$ cat src/rtl/mips_pkg.sv
// Shared MIPS pipeline definitions.
//   - Branch condition codes carried from decode to the branch resolver.
//   - Bit positions of the adder flags inside the packed {C,Z,V,S} vector.
package mips_pkg;

  localparam logic [2:0] BR_NONE = 3'd0;
  localparam logic [2:0] BR_EQ   = 3'd1;
  localparam logic [2:0] BR_NE   = 3'd2;
  localparam logic [2:0] BR_LTZ  = 3'd3;
  localparam logic [2:0] BR_GEZ  = 3'd4;
  localparam logic [2:0] BR_GTZ  = 3'd5;
  localparam logic [2:0] BR_LEZ  = 3'd6;
  localparam logic [2:0] BR_RSVD = 3'd7;

  localparam int unsigned FLAG_C = 3;
  localparam int unsigned FLAG_Z = 2;
  localparam int unsigned FLAG_V = 1;
  localparam int unsigned FLAG_S = 0;

endpackage

$ cat src/rtl/branch_cond.sv
// Branch condition evaluator (purely combinational).
// Ports:
//   branch_type  in   3  condition code (mips_pkg BR_*)
//   flags        in   4  adder flags {C,Z,V,S}
//   cond         out  1  condition true
// Upstream computes rs-rt for BEQ/BNE and rs+0 for the zero compares, so
// only Z and S are needed here.
module branch_cond
  import mips_pkg::*;
(
  input  logic [2:0] branch_type,
  input  logic [3:0] flags,
  output logic       cond
);

  logic z;
  logic s;
  logic unused_flags;

  assign z = flags[FLAG_Z];
  assign s = flags[FLAG_S];
  assign unused_flags = flags[FLAG_C] ^ flags[FLAG_V];

  always_comb begin
    cond = 1'b0;
    case (branch_type)
      BR_EQ:   cond = z;
      BR_NE:   cond = ~z;
      BR_LTZ:  cond = s;
      BR_GEZ:  cond = ~s;
      BR_GTZ:  cond = ~s & ~z;
      BR_LEZ:  cond = s | z;
      default: cond = 1'b0;
    endcase
  end

endmodule

$ cat src/rtl/ex_mem_reg.sv
// EX/MEM pipeline register.
// Captures the EX adder result, flags and control bits, resolves the
// conditional branch and raises the signed-overflow trap for add/addi/sub.
// Ports:
//   clk, rst_n             clock, synchronous active-low reset
//   stall, flush           hold stage / load a bubble (flush wins)
//   validIn, pcIn          EX instruction valid flag and PC
//   aluResult, C/Z/V/S     adder result and flags
//   trapOnOvf              instruction traps on signed overflow
//   branchType/Target      branch condition code and target
//   storeData, writeReg    store data and destination register
//   regWrite/memRead/memWrite  control bits
//   *Out, flagsOut         registered stage contents, flags {C,Z,V,S}
//   branchTaken            registered branch decision
//   ovfException, excPc    registered overflow trap and trapping PC
module ex_mem_reg
  import mips_pkg::*;
#(
  parameter int unsigned DATA_WIDTH     = 32,
  parameter int unsigned REG_ADDR_WIDTH = 5
) (
  input  logic                      clk,
  input  logic                      rst_n,
  input  logic                      stall,
  input  logic                      flush,
  input  logic                      validIn,
  input  logic [DATA_WIDTH-1:0]     pcIn,
  input  logic [DATA_WIDTH-1:0]     aluResult,
  input  logic                      C,
  input  logic                      Z,
  input  logic                      V,
  input  logic                      S,
  input  logic                      trapOnOvf,
  input  logic [2:0]                branchType,
  input  logic [DATA_WIDTH-1:0]     branchTarget,
  input  logic [DATA_WIDTH-1:0]     storeData,
  input  logic [REG_ADDR_WIDTH-1:0] writeReg,
  input  logic                      regWrite,
  input  logic                      memRead,
  input  logic                      memWrite,
  output logic                      validOut,
  output logic [DATA_WIDTH-1:0]     aluResultOut,
  output logic [DATA_WIDTH-1:0]     storeDataOut,
  output logic [REG_ADDR_WIDTH-1:0] writeRegOut,
  output logic                      regWriteOut,
  output logic                      memReadOut,
  output logic                      memWriteOut,
  output logic [3:0]                flagsOut,
  output logic                      branchTaken,
  output logic [DATA_WIDTH-1:0]     branchTargetOut,
  output logic                      ovfException,
  output logic [DATA_WIDTH-1:0]     excPc
);

  logic [3:0] flags;
  logic       cond;
  logic       ovf;
  logic       live;   // valid instruction whose side effects are allowed
  logic       taken;

  assign flags = {C, Z, V, S};

  branch_cond u_branch_cond (
    .branch_type (branchType),
    .flags       (flags),
    .cond        (cond)
  );

  assign ovf   = validIn & trapOnOvf & V;
  assign live  = validIn & ~ovf;
  assign taken = live & cond;

  always_ff @(posedge clk) begin
    if (!rst_n || flush) begin
      validOut        <= 1'b0;
      aluResultOut    <= '0;
      storeDataOut    <= '0;
      writeRegOut     <= '0;
      regWriteOut     <= 1'b0;
      memReadOut      <= 1'b0;
      memWriteOut     <= 1'b0;
      flagsOut        <= '0;
      branchTaken     <= 1'b0;
      branchTargetOut <= '0;
      ovfException    <= 1'b0;
      excPc           <= '0;
    end else if (!stall) begin
      validOut        <= validIn;
      aluResultOut    <= aluResult;
      storeDataOut    <= storeData;
      writeRegOut     <= writeReg;
      regWriteOut     <= live & regWrite;
      memReadOut      <= live & memRead;
      memWriteOut     <= live & memWrite;
      flagsOut        <= flags;
      branchTaken     <= taken;
      branchTargetOut <= branchTarget;
      ovfException    <= ovf;
      // excPc keeps the last trapping PC until another trap is captured
      if (ovf) begin
        excPc <= pcIn;
      end
    end
  end

endmodule

$ cat config.mk
export PLATFORM = sky130hd
export DESIGN_NAME = ex_mem_reg
export DESIGN_NICKNAME = d
export VERILOG_FILES = /design/src/rtl/mips_pkg.sv /design/src/rtl/branch_cond.sv /design/src/rtl/ex_mem_reg.sv
export SDC_FILE = /design/constraint.sdc
export NUM_CORES = 1
export LEC_CHECK = 0
export ABC_AREA = 1
export BUFFER_PORTS_ARGS = -buffer_cell sky130_fd_sc_hd__buf_2
export CORE_MARGIN = 3
export CORE_UTILIZATION = 30
export DETAILED_ROUTE_END_ITERATION = 6
export SYNTH_ARGS = -nofsm -noshare
export SYNTH_HDL_FRONTEND = slang
export SYNTH_SLANG_ARGS = --single-unit
$ cat constraint.sdc
create_clock -name clk -period 0.8 [get_ports clk]
set_input_delay 0.04 -clock clk [delete_from_list [all_inputs] [get_ports clk]]
set_output_delay 0.04 -clock clk [all_outputs]
set_load 0.01 [all_outputs]
==> reports/results.tsv <==
metric	value	unit
status	finished with violations	
violations	negative setup slack	
finalCriticalPeriod	0.927	ns
first_pass_iters	4	
wl_per_cell	16.1	um
setup_ws	-0.127	ns
synthCells	636	
worstSetupPathType	reg2out	
nets	1253	
worstPathRequired	0.76	ns
fmax	1080	MHz
yosysSeqAreaShare	56.3	%
cp_slowest_cell	dfxtp_2	
root_buffer	clkbuf_16	
dpl.cell_count	1124	
wl	21400	um
grt_overflow_total	0	
grt_max_degree	58	
cts.htree.levels	4	
clkLatencyLatePin	0.42	ns
clkSlewWorstSetupHoldPaths	0.06	ns
first_iter_violations	270	
grt_pass1_vias	6253	
yosysWarnings	0	
via_per_inst	4.66	
setup_viol	143	
portBuffers	291	
p_leak	4.51	nW
rsz0062_at_grt	yes	
critPathMaxFanout	2	
drc	0	
placementRows	46	
grt_pass1_wl	31900	um
io_pins	292	
cts_buffer_depth	2	
gp_congestion	0.756	
hold_viol	0	
skew	0	ns
antenna_found_initial	0	
power_density	1770	mW/mm^2
coreArea	0.0162	mm^2
post-dp-hpwl	11800	um
cp-end-kind	output pin	
period_share	116	%
worst_ir_drop_vdd	1.36	mV
grt_usage	21.7	%
fp.dieW	136	um
cp_data_arrival_time	0.89	ns
final_cell_mix	nand2_1, buf_6, buf_2	
crit_chain	buf_6	
numClockSinks	143	
netlist_area	0.00509	mm^2
crit_buf_inv	1	
worst_setup_path_start_kind	register	
stdcell_count	1334	
floorplan.initialDensity	31.3	%
synth_top_cell_by_area	dfxtp_1	
drv_cap	0	
slew_violations	0	
tightest_slew	0.327	ns
holdWs	0.0152	ns
slew_headroom	78.2	%
area_delta_synth_final	103	%
synth.top_cell.area_share	56.3	%
hold_path_class	in2reg	
yosys_register_bits	143	
synth_cell_type_count	17	
fin_util	63.5	%
synth.avg_cell_area	8.00	um^2
cts_made_buffers	17	
synth_top_cells_by_area	dfxtp_1, nand2_1, a21oi_1, a21oi_2, buf_2	
cts_tree	yes	
syn_nets	785	
drive_above_1_share	49.4	%
dr_total_vias	6212	
rrSetupSlack	0.02	ns
die_area	0.0186	mm^2
cp_top_family	flip-flops	
cp_slowest_stage_delay	0.36	ns
ant_nets	0	
mostFrequentLayoutCell	nand2_1	
chipHeight	136	um
-- state kept, by name (all words and copies together) (netlist names) --
signal,cells
excPc,32
aluResultOut,32
flagsOut,4
writeRegOut,5
branchTargetOut,32
regWriteOut,1
branchTaken,1
ovfException,1
validOut,1
storeDataOut,32
memReadOut,1
memWriteOut,1
-- stage by stage --
| step | total power, mW | setup WS [ns] | cell area [um^2] | TNS [ns] |
|---|---|---|---|---|
| floorplan | 8.25 | 0.00442 | 5090 | 0 |
| global placement | 9.08 | -0.174 | 6890 | -11.34 |
| detailed placement | 9.08 | -0.204 | 6890 | -13.10 |
| CTS | 18.3 | -0.153 | 10100 | -16.30 |
| global route | 18.9 | -0.171 | 10300 | -18.45 |
| finish | 18.2 | -0.127 | 10300 | -13.36 |
-- metal layers --
metal | vias up | track usage (%) | routed length (um)
li1 | 2972 | - | -
met3 | 40 | 8.25 | 1990
met5 | - | 0 | 0
met4 | 0 | 7.56 | 503
met2 | 291 | 37.6 | 10600
met1 | 2909 | 24.3 | 8320
-- area by class of cell --
cell class / count / area (um^2)
multi-input combinational: 441 / 1930
sequential: 143 / 3040
tap: 216 / 270
inverter: 8 / 31.3
clock inverter: 11 / 154
clock buffer: 21 / 470
antenna: 1 / 2.50
timing repair buffer: 493 / 4400
fill: 1194 / 5930
-- report_power, final --
group	total [mW]	leakage (nW)	switching (mW)	internal (mW)
Combinational	2.43	2.98	1.03	1.40
Sequential	7.48	1.23	0.140	7.34
Clock	8.33	0.300	3.14	5.19
-- worst paths after layout --
check / from / cells after the start / end
worst max register to register: aluResultOut[6] / 4 / aluResultOut[6]
worst max-delay path: excPc[4] / 1 / excPc[4]
worst min register to register: excPc[23] / 2 / excPc[23]
worst min-delay path: rst_n / 3 / memReadOut
-- cell usage after synthesis --
library cell  count
a211oi_1          2
a21oi_1         130
a21oi_2          11
buf_2            18
buf_4             3
buf_6             8
buf_8             1
clkbuf_1         14
dfxtp_1         143
inv_1             6
inv_2             2
nand2_1         279
nand2_2          10
nand3_1           5
nor2_1            2
nor2_4            1
o21bai_1          1
-- logic make-up (layout without fill, tap and decap cells) --
logic type / Yosys count / in the layout / share of synthesized area [%]
buf+inv: 52 / 533 / 5.90
compound gates: 144 / 144 / 15.1
other cells: 0 / 1 / 0
flops: 143 / 143 / 56.3
simple gates: 297 / 297 / 22.7
-- what timing repair did --
item,CTS,global route
buffers inserted,10,27
cloned,0,0
hold buffers,143,0
hold endpoints to repair,141,0
resized for setup,288,6
setup endpoints to repair,143,144
pin swaps,0,4
Power figures use the tool's default switching activity.
